### src/rtl/output_acc_pkg.sv
// Shared types, widths and saturating adder for the output accumulator.
// Define OUTPUT_ACC_SATURATE_EN to clamp overflowing sums instead of wrapping.
package output_acc_pkg;

    localparam int I_WIDTH_DEF = 8;
    localparam int F_WIDTH_DEF = 8;

    typedef enum logic [1:0] {
        RUN,
        FLUSH,
        DRAIN
    } state_t;

    typedef struct packed {
        logic        ovf;
        logic [63:0] sum;
    } add_res_t;

    function automatic int idx_width(input int n);
        return (n > 1) ? $clog2(n) : 1;
    endfunction

    // Operands arrive sign-extended; the low dw bits of .sum are the result.
    function automatic add_res_t sat_add(
        input logic signed [63:0] a,
        input logic signed [63:0] b,
        input int                 dw
    );
        add_res_t           res;
        logic signed [63:0] s;
        logic signed [63:0] mx;
        logic signed [63:0] mn;
        s       = a + b;
        mx      = (64'sd1 <<< (dw - 1)) - 64'sd1;
        mn      = -(64'sd1 <<< (dw - 1));
        res.ovf = (s > mx) || (s < mn);
`ifdef OUTPUT_ACC_SATURATE_EN
        if (s > mx) begin
            res.sum = mx;
        end else if (s < mn) begin
            res.sum = mn;
        end else begin
            res.sum = s;
        end
`else
        res.sum = s;
`endif
        return res;
    endfunction

endpackage

### src/rtl/acc_lane.sv
// One accumulation lane: DEPTH-entry memory behind a two-stage
// read-modify-write pipeline with write-to-read forwarding.
module acc_lane
    import output_acc_pkg::*;
#(
    parameter int DW    = 16,
    parameter int DEPTH = 4,
    parameter int AW    = 2
) (
    input  logic                 clk,
    input  logic                 rst,
    input  logic                 in_en,
    input  logic                 first,
    input  logic [AW-1:0]        addr,
    input  logic signed [DW-1:0] operand,
    input  logic                 clr_en,
    input  logic [AW-1:0]        clr_addr,
    input  logic [AW-1:0]        peek_addr,
    output logic signed [DW-1:0] peek_data,
    output logic                 busy,
    output logic                 ovf
);

    logic signed [DW-1:0] mem [DEPTH];
    logic                 s2_valid;
    logic                 s2_first;
    logic [AW-1:0]        s2_addr;
    logic signed [DW-1:0] s2_op;
    logic signed [DW-1:0] rd_q;
    logic signed [DW-1:0] sum;
    add_res_t             res;
    logic                 unused_hi;

    always_comb begin
        res = sat_add(s2_first ? 64'sd0 : 64'(rd_q), 64'(s2_op), DW);
        sum = res.sum[DW-1:0];
    end

    assign unused_hi = ^res.sum[63:DW];

    // A read that collides with the write of the same edge takes the new sum.
    always_ff @(posedge clk) begin
        if (rst) begin
            s2_valid <= 1'b0;
        end else begin
            s2_valid <= in_en;
        end
        if (in_en) begin
            s2_addr  <= addr;
            s2_first <= first;
            s2_op    <= operand;
            rd_q     <= (s2_valid && s2_addr == addr) ? sum : mem[addr];
        end
    end

    always_ff @(posedge clk) begin
        if (s2_valid) begin
            mem[s2_addr] <= sum;
        end else if (clr_en) begin
            mem[clr_addr] <= '0;
        end
    end

    assign peek_data = mem[peek_addr];
    assign busy      = s2_valid;
    assign ovf       = s2_valid && res.ovf;

endmodule

### src/rtl/output_accumulator.sv
// Multi-lane output accumulator with flush/drain streaming FSM.
// Overflow behaviour follows OUTPUT_ACC_SATURATE_EN (clamp) or wraps.
module output_accumulator
    import output_acc_pkg::*;
#(
    parameter int  N_COLS_ARRAY = 3,
    parameter int  I_WIDTH      = I_WIDTH_DEF,
    parameter int  F_WIDTH      = F_WIDTH_DEF,
    parameter int  N_LANES      = 2,
    parameter int  DEPTH        = 4,
    localparam int DW           = I_WIDTH + F_WIDTH,
    localparam int ADDR_WIDTH   = idx_width(DEPTH),
    localparam int SEL_WIDTH    = $clog2(N_COLS_ARRAY + 1),
    localparam int LANE_WIDTH   = idx_width(N_LANES)
) (
    input  logic                  clk_i,
    input  logic                  rst_i,
    input  logic signed [DW-1:0]  data_in_i [N_COLS_ARRAY],
    input  logic [SEL_WIDTH-1:0]  col_sel_i [N_LANES],
    input  logic [ADDR_WIDTH-1:0] addr_i,
    input  logic                  first_i,
    input  logic                  in_valid_i,
    output logic                  in_ready_o,
    input  logic                  drain_i,
    output logic signed [DW-1:0]  out_data_o,
    output logic [LANE_WIDTH-1:0] out_lane_o,
    output logic [ADDR_WIDTH-1:0] out_addr_o,
    output logic                  out_valid_o,
    input  logic                  out_ready_i,
    output logic                  out_last_o,
    output logic                  busy_o,
    output logic                  ovf_o
);

    state_t                state;
    state_t                next_state;
    logic                  accept;
    logic                  hs;
    logic                  is_last;
    logic                  pipe_busy;
    logic [N_LANES-1:0]    lane_busy;
    logic [N_LANES-1:0]    lane_ovf;
    logic signed [DW-1:0]  operand [N_LANES];
    logic signed [DW-1:0]  peek [N_LANES];
    logic signed [DW-1:0]  peek_sel;
    logic [LANE_WIDTH-1:0] nxt_lane;
    logic [ADDR_WIDTH-1:0] nxt_addr;
    logic [LANE_WIDTH-1:0] load_lane;
    logic [ADDR_WIDTH-1:0] load_addr;

    assign in_ready_o = (state == RUN);
    assign accept     = in_valid_i && in_ready_o;
    assign hs         = (state == DRAIN) && out_valid_o && out_ready_i;
    assign pipe_busy  = |lane_busy;
    assign busy_o     = (state != RUN) || pipe_busy;
    assign is_last    = (out_lane_o == LANE_WIDTH'(N_LANES - 1))
                     && (out_addr_o == ADDR_WIDTH'(DEPTH - 1));
    assign out_last_o = out_valid_o && is_last;

    always_comb begin
        for (int l = 0; l < N_LANES; l++) begin
            operand[l] = '0;
            for (int c = 0; c < N_COLS_ARRAY; c++) begin
                if (col_sel_i[l] == SEL_WIDTH'(c + 1)) begin
                    operand[l] = data_in_i[c];
                end
            end
        end
    end

    // Drain order is addr-major, lane-minor.
    always_comb begin
        if (out_lane_o == LANE_WIDTH'(N_LANES - 1)) begin
            nxt_lane = '0;
            nxt_addr = out_addr_o + ADDR_WIDTH'(1);
        end else begin
            nxt_lane = out_lane_o + LANE_WIDTH'(1);
            nxt_addr = out_addr_o;
        end
        load_lane = (state == FLUSH) ? '0 : nxt_lane;
        load_addr = (state == FLUSH) ? '0 : nxt_addr;
        peek_sel  = '0;
        for (int l = 0; l < N_LANES; l++) begin
            if (load_lane == LANE_WIDTH'(l)) begin
                peek_sel = peek[l];
            end
        end
    end

    for (genvar l = 0; l < N_LANES; l++) begin : g_lane
        acc_lane #(
            .DW   (DW),
            .DEPTH(DEPTH),
            .AW   (ADDR_WIDTH)
        ) u_lane (
            .clk      (clk_i),
            .rst      (rst_i),
            .in_en    (accept),
            .first    (first_i),
            .addr     (addr_i),
            .operand  (operand[l]),
            .clr_en   (hs && out_lane_o == LANE_WIDTH'(l)),
            .clr_addr (out_addr_o),
            .peek_addr(load_addr),
            .peek_data(peek[l]),
            .busy     (lane_busy[l]),
            .ovf      (lane_ovf[l])
        );
    end

    always_ff @(posedge clk_i) begin
        if (rst_i) begin
            state <= RUN;
        end else begin
            state <= next_state;
        end
    end

    always_comb begin
        next_state = state;
        unique case (state)
            RUN:     if (drain_i) next_state = FLUSH;
            FLUSH:   if (!pipe_busy) next_state = DRAIN;
            DRAIN:   if (hs && is_last) next_state = RUN;
            default: next_state = RUN;
        endcase
    end

    always_ff @(posedge clk_i) begin
        if (rst_i) begin
            out_valid_o <= 1'b0;
            out_data_o  <= '0;
            out_lane_o  <= '0;
            out_addr_o  <= '0;
        end else if (state == FLUSH && !pipe_busy) begin
            out_valid_o <= 1'b1;
            out_data_o  <= peek_sel;
            out_lane_o  <= '0;
            out_addr_o  <= '0;
        end else if (hs) begin
            if (is_last) begin
                out_valid_o <= 1'b0;
            end else begin
                out_data_o <= peek_sel;
                out_lane_o <= nxt_lane;
                out_addr_o <= nxt_addr;
            end
        end
    end

    always_ff @(posedge clk_i) begin
        if (rst_i) begin
            ovf_o <= 1'b0;
        end else if (|lane_ovf) begin
            ovf_o <= 1'b1;
        end
    end

endmodule

### config.mk
export PLATFORM = sky130hd
export DESIGN_NAME = output_accumulator
export DESIGN_NICKNAME = d
export VERILOG_FILES = /design/src/rtl/output_acc_pkg.sv /design/src/rtl/acc_lane.sv /design/src/rtl/output_accumulator.sv
export SDC_FILE = /design/constraint.sdc
export NUM_CORES = 1
export LEC_CHECK = 0
export CAP_MARGIN = 20
export CORE_MARGIN = 5
export CORE_UTILIZATION = 65
export DETAILED_ROUTE_END_ITERATION = 12
export HOLD_SLACK_MARGIN = 0.08
export PLACE_DENSITY = 0.86
export SLEW_MARGIN = 20
export SYNTH_ARGS = -nofsm -noshare
export SYNTH_HDL_FRONTEND = slang
export SYNTH_SLANG_ARGS = --single-unit
### constraint.sdc
create_clock -name clk_i -period 10.42 [get_ports clk_i]
set_input_delay 2.084 -clock clk_i [delete_from_list [all_inputs] [get_ports clk_i]]
set_output_delay 2.084 -clock clk_i [all_outputs]
set_load 0.05 [all_outputs]
==> flow_summary.toml, run 1 <==
[synthesis]
synth-async-reset-ratio = 0
syn_avg_cell_area_um2 = 12.2
synth_top_family_by_area = "compound AO/OA/AOI/OAI gates"
synth-main-ff-cell = "edfxtp_1"
yosysSeqAreaShare = 0.476
yosysUniqueCellTypes = 62
syn-num-nets = 1225
synth_edf_count = 195
synth-adder-area-share = 0.0942
synth_area_um2 = 13300
yosys.area_share.simple = 0.122
synthMuxAreaShare = 0.120
ys_ff_latch = 219
yosys_warnings = 0
syn-instance-count = 1090
synth_xor_area_frac = 0.0178
synth-compound-area-share = 0.141

[floorplan]
rows = 52
initial_core_util = 0.660
core_um2 = 20200
die_area_um2 = 23400
die_x_um = 153
die_h_um = 153
pin_count = 84

[power_and_ir_drop]
p_seq_frac = 0.435
power_frac_clock = 0.335
swShare = 0.287
p_leak_nw = 5.35
p_int_mw = 1.79
pwr-share-comb = 0.230
power_mw = 2.52
powerDensity_nw_per_um2 = 166
p_switching_uw = 721
ir_drop_uv = 121

[global_route]
grt_pass1_vias = 9755
grt_max_degree = 69
grt_pass1_wl_mm = 56.6
grt_usage = 0.304
antenna_found_initial = 0
grt_overflow = 0

[detailed_routing]
firstDrtPassIters = 5
avgRoutedWirePerCell_um = 25.3
viasPerCell = 7.00
ant_nets = 0
first_iter_violations = 1461
remaining_drc_errors = 0
vias = 9982
routed_wl_mm = 36.1

[cts]
postCtsSetupBuffers = 0
ctsHtreeMaxLevel = 1
hold_buffers = 0
cts_tree = "done"
clock_path_buffers = 3
clkSlewWorstSetupHoldPaths_ps = 60
cts.repair.resized = 0
cts_buffers = 23
cts_root_buffer = "clkbuf_16"
numClockSinks = 219
clock_latency_ps = 520

[cells_and_area]
seqCellArea_um2 = 6340
fillerInstances = 1297
multi_input_area_um2 = 6670
fin_nets = 1273
drive_gt1_frac = 0.161
n_antenna_cell = 0
area_delta_synth_final_pct = 14.0

[min_path]
min_path_type = "reg2reg"
hold_depth = 2

[critical_path]
worstPathMaxFanout = 32
cp_slowest_stage_delay_ps = 500
crit_end = "ovf_o"
path_buf_inv = 2
required_ps = 10770
reg2regPathDepth = 19
crit_start = "g_lane[1].u_lane.s2_first"
arrival_ps = 5600
r2r-start = "g_lane[1].u_lane.s2_first"
endpoint_kind = "register"
crit_type = "reg2reg"
r2r_end = "ovf_o"
cp.depth = 19
rrSetupSlack_ps = 5170
crit_family = "compound AO/OA/AOI/OAI gates"
cpMaxStageDelayCell = "nor4_1"
start_kind = "register"
path_cells = "buf_4 -> nor2b_1 -> ha_1 -> fa_1 -> a21oi_1 -> o2bb2ai_1 -> o41a_1 -> a41o_4 -> o221a_4 -> inv_1 -> fa_1 -> nor4b_1 -> nand4_1 -> nor4_1 -> nand2_1 -> o211ai_1 -> nand3_1 -> o2bb2ai_1 -> a311oi_1"

[timing]
final_hold_viol_count = 0
fin_crit_ps = 5250
finalSetupViolations = 0
clock.fmax_mhz = 190
timing.final.crit_share = 0.504
rsz0062_at_grt = "no"
final.setup_skew_ps = 8.08
worst_pin_slew_ps = 1080
tns_ps = 0
slew_headroom = 0.280
slew_violations = 0

[place]
io_buffers = 83
gp_congestion = 0.976
dpl.hpwl_mm = 24.5

[outcome]
outcome = "finished, final reports clean"

[run]
cap_violations = 0
-- kinds of logic (layout without fill, tap and decap cells) --
logic type / after synthesis / after routing
compound gates: 256 / 256
xor+xnor: 27 / 27
fa+ha+maj: 75 / 75
buf+inv: 102 / 167
flops: 219 / 219
mux: 110 / 110
simple gates: 301 / 301
-- cell usage after synthesis (7+ instances only) --
| master | count | area [µm²] |
|---|---|---|
| o22ai_1 | 19 | 119 |
| mux4_2 | 32 | 721 |
| inv_1 | 24 | 90.1 |
| o21ai_0 | 31 | 155 |
| and3_1 | 22 | 138 |
| xor2_1 | 15 | 131 |
| ha_1 | 33 | 413 |
| nand4b_1 | 9 | 78.8 |
| nor2_1 | 66 | 248 |
| a21oi_1 | 45 | 225 |
| nand2_1 | 63 | 236 |
| nor4b_1 | 9 | 78.8 |
| nor4bb_1 | 9 | 90.1 |
| buf_1 | 8 | 30.0 |
| o311ai_0 | 16 | 140 |
| nand2b_1 | 23 | 144 |
| edfxtp_1 | 195 | 5860 |
| xnor2_1 | 12 | 105 |
| nand3_1 | 12 | 60.1 |
| a22o_1 | 36 | 315 |
| fa_1 | 42 | 841 |
| a211oi_1 | 34 | 255 |
| clkbuf_1 | 66 | 248 |
| and2_1 | 11 | 68.8 |
| mux2_2 | 73 | 822 |
| nor2b_1 | 37 | 231 |
| a311oi_1 | 17 | 149 |
| nor3_1 | 13 | 65.1 |
| o31ai_1 | 7 | 52.6 |
| dfxtp_1 | 24 | 480 |
| a21o_1 | 15 | 113 |
-- area by class of cell --
| type | count | area share |
|---|---|---|
| sequential | 219 | 0.418 |
| multi-input combinational | 769 | 0.440 |
| inverter | 24 | 0.00594 |
| clock inverter | 15 | 0.0120 |
| tap | 270 | 0.0223 |
| timing repair buffer | 101 | 0.0633 |
| clock buffer | 27 | 0.0389 |
-- state kept, by name, indices dropped and copies added, names as in the netlist --
register                count
g_lane.u_lane.busy          1
out_data_o                 16
g_lane.u_lane.s2_first      1
ovf_o                       1
state                       2
out_lane_o                  1
out_addr_o                  2
g_lane.u_lane.s2_op        32
g_lane.u_lane.mem         128
g_lane.u_lane.rd_q         32
out_valid_o                 1
g_lane.u_lane.s2_addr       2
-- tightest hold or removal path, cell delays in order, from the launching register on --
cell      delay (ps)
dfxtp_1          310
nor2_1            90
a211oi_1          50
-- power by group through the flow --
stage	Clock [mW]	Combinational (mW)	Sequential, mW
6_report	0.843	0.578	1.09
5_1_grt	0.883	0.626	1.10
4_1_cts	0.843	0.567	1.09
3_5_place_dp	0	0.560	1.11
3_3_place_gp	0	0.542	1.11
2_1_floorplan	0	0.373	1.12
-- stage by stage --
step	cell area (µm²)	util	cells	setup slack (ps)	hold slack [ps]
final	15200	0.752	1425	5170	501
after global routing	15200	0.752	1425	4860	533
after CTS	15100	0.751	1424	5320	504
after detailed placement	14400	0.712	1382	5380	496
after global placement	14400	0.712	1382	5370	489
after floorplan	13300	-	1090	6030	509
-- worst min-delay path by stage --
stage / startpoint / end / slack (ps)
floorplan: state[1] / state[0] / 510
global placement: out_data_o[6] / out_data_o[6] / 490
detailed placement: out_data_o[3] / out_data_o[3] / 500
CTS: out_data_o[3] / out_data_o[3] / 500
global route: out_data_o[12] / out_data_o[12] / 530
finish: out_data_o[1] / out_data_o[1] / 500
-- routing by layer --
layer / GRT usage / up-vias / routed length (µm)
met5: 0 / - / 0
met4: 0.0636 / 0 / 934
met3: 0.0599 / 86 / 4260
met2: 0.491 / 730 / 17000
met1: 0.438 / 4849 / 13900
li1: - / 4317 / -
-- layout by cell type, fill, tap and decap left out, types with 10 or more instances in the layout --
master | synthesis | routed
edfxtp_1 | 195 | 195
clkdlybuf4s50_1 | 0 | 81
mux2_2 | 73 | 73
nor2_1 | 66 | 63
nand2_1 | 63 | 63
a21oi_1 | 45 | 45
fa_1 | 42 | 42
a22o_1 | 36 | 36
nor2b_1 | 37 | 35
a211oi_1 | 34 | 34
ha_1 | 33 | 33
mux4_2 | 32 | 32
o21ai_0 | 31 | 31
inv_1 | 24 | 24
dfxtp_1 | 24 | 24
nand2b_1 | 23 | 23
clkbuf_16 | 0 | 23
and3_1 | 22 | 22
o22ai_1 | 19 | 19
a311oi_1 | 17 | 17
buf_4 | 0 | 17
o311ai_0 | 16 | 16
a21o_1 | 15 | 15
xor2_1 | 15 | 14
nand3_1 | 12 | 12
nor3_1 | 13 | 12
xnor2_1 | 12 | 12
and2_1 | 11 | 10
Power figures use the tool's default switching activity.
==> inputs of run 2 (changes only) <==
--- a/config.mk
+++ b/config.mk
@@ -7,10 +7,10 @@
 export LEC_CHECK = 0
 export CAP_MARGIN = 20
 export CORE_MARGIN = 5
-export CORE_UTILIZATION = 65
+export CORE_UTILIZATION = 55
 export DETAILED_ROUTE_END_ITERATION = 12
 export HOLD_SLACK_MARGIN = 0.08
-export PLACE_DENSITY = 0.86
+export PLACE_DENSITY = 0.78
 export SLEW_MARGIN = 20
 export SYNTH_ARGS = -nofsm -noshare
 export SYNTH_HDL_FRONTEND = slang
==> constraint.sdc (replaced) <==
create_clock -name clk_i -period 4.65 [get_ports clk_i]
set_input_delay 0.93 -clock clk_i [delete_from_list [all_inputs] [get_ports clk_i]]
set_output_delay 0.93 -clock clk_i [all_outputs]
set_load 0.05 [all_outputs]
==> run 2 against run 1 <==
- sequential power up 120%
- via count down 0.83%
- clock power up 120%
- largest cell class unchanged
==> flow_summary.toml, run 2 (same netlist as run 1, synthesis figures left out) <==
[timing]
slew_violations = 0
fin_crit_ps = 4570
rsz0062_at_grt = "yes"
worst_pin_slew_ps = 1090
clock.fmax_mhz = 219
slew_headroom = 0.275
timing.final.crit_share = 0.983
final_hold_viol_count = 0
final.setup_skew_ps = 9.63
finalSetupViolations = 0

[detailed_routing]
routed_wl_mm = 35.7
avgRoutedWirePerCell_um = 23.4
remaining_drc_errors = 0
viasPerCell = 6.50
firstDrtPassIters = 7
first_iter_violations = 1210
ant_nets = 0
vias = 9899

[cts]
clkSlewWorstSetupHoldPaths_ps = 60
clock_path_buffers = 3
hold_buffers = 0
cts_tree = "done"
cts_root_buffer = "clkbuf_16"
numClockSinks = 219
cts_buffers = 24
ctsHtreeMaxLevel = 1
clock_latency_ps = 510

[power_and_ir_drop]
powerDensity_nw_per_um2 = 364
power_mw = 5.75
p_leak_nw = 5.63
ir_drop_uv = 312

[cells_and_area]
drive_gt1_frac = 0.220
n_antenna_cell = 0
top_register = "g_lane.u_lane.mem"
area_delta_synth_final_pct = 18.7
top_regs = "g_lane.u_lane.mem: 128 flops, g_lane.u_lane.rd_q: 32 flops, g_lane.u_lane.s2_op: 32 flops"
mostFrequentLayoutCell = "edfxtp_1"
final_area_um2 = 15800
final_cell_mix = "edfxtp_1 (195), clkdlybuf4s50_1 (81), mux2_2 (73)"
fin_nets = 1316
largest_reg_flops = 128

[global_route]
grt_overflow = 0
antenna_found_initial = 0
grt_usage = 0.257
grt_max_degree = 36
grt_pass1_wl_mm = 54.4
grt_pass1_vias = 9524

[place]
detailed_place.area_um2 = 14600
dpl.hpwl_mm = 24.6
gp_congestion = 0.941
io_buffers = 83

[floorplan]
core_um2 = 24000
rows = 57
die_area_um2 = 27400
die_x_um = 166
die_h_um = 166
pin_count = 84
initial_core_util = 0.553

[critical_path]
arrival_ps = 4920
endpoint_kind = "register"
crit_type = "reg2reg"
cpMaxStageDelayCell = "edfxtp_1"
worstPathMaxFanout = 7
crit_family = "compound AO/OA/AOI/OAI gates"
start_kind = "register"
path_cells = "buf_12 -> nor2b_1 -> ha_1 -> a21o_1 -> a211oi_2 -> nand2_1 -> o21ai_2 -> nor2_2 -> o21ai_1 -> nand2b_1 -> a21o_1 -> fa_1 -> nor4bb_2 -> nand2_1 -> nor3_2 -> nand3_1 -> o211ai_1 -> nand3_1 -> o2bb2ai_2 -> a311oi_1"
cp_slowest_stage_delay_ps = 550
required_ps = 5000
path_buf_inv = 1

[min_path]
min_path_type = "reg2reg"

[outcome]
outcome = "finished, final reports clean"

[run]
cap_violations = 0
## run 2: changes by cell type in the layout (fill, tap and decap cells not counted), moves of 4 or more
cell,change
a21oi_1,-4
o21ai_0,-4
nor2b_2,+5
buf_4,+37
nor4b_1,-5
clkinv_1,+5
nor4b_2,+5
clkbuf_16,+4
a21oi_2,+4
nor2b_1,-6
ha_1,-5
## run 2: layout make-up
| cell class | count | area [µm²] |
|---|---|---|
| fillers | 1737 | 8240 |
| multi-input cells | 769 | 6840 |
| flip-flops and latches | 219 | 6340 |
| repair buffers | 143 | 1340 |
| clock buffers | 28 | 637 |
| well taps | 324 | 405 |
| clock inverters | 15 | 141 |
| inverters | 24 | 92.6 |
## run 2: worst paths after layout
path / depth (start not counted) / endpoint / slack (ps) / start
setup / recovery: 20 / ovf_o / 80 / g_lane[1].u_lane.s2_first
hold / removal: 2 / out_data_o[15] / 500 / out_data_o[15]
setup reg to reg: 20 / ovf_o / 80 / g_lane[1].u_lane.s2_first
hold reg to reg: 2 / out_data_o[15] / 500 / out_data_o[15]
## run 2: metrics by stage
stage / setup WS [ps] / cells / hold slack, ps / utilization / setup TNS, ps
final: 77.3 / 1522 / 499 / 0.657 / 0
after CTS: 30.9 / 1505 / 502 / 0.641 / 0
after detailed placement: 43.0 / 1462 / 492 / 0.608 / 0
after global routing: -186 / 1522 / 528 / 0.657 / -186
after floorplan: 312 / 1090 / 509 / - / 0
after global placement: 37.5 / 1462 / 491 / 0.608 / 0
## run 2: repair_timing
item	4_1_cts	5_1_grt
buffers inserted	0	15
resized for setup	0	49
endpoints found under the setup margin	0	1
## run 2: worst register-to-register path, delay by kind of cell, from the launching register on
kind	cells	cell delay [ps]
flip-flops	1	550
buffers and inverters	1	210
AO/OA/AOI/OAI	8	1510
AND/OR/NAND/NOR	9	1350
adder cells (fa/ha/maj)	2	780
## run 2: layer usage
metal  global-route usage  wire length (µm)
met1                0.369             14300
met2                0.418             16700
met3               0.0459              3940
met4               0.0514               722
met5                    0                 0
## run 2: where the power goes
group / internal, mW / switching (mW)
Combinational: 0.585 / 0.837
Sequential: 2.37 / 0.0626
Clock: 1.14 / 0.752
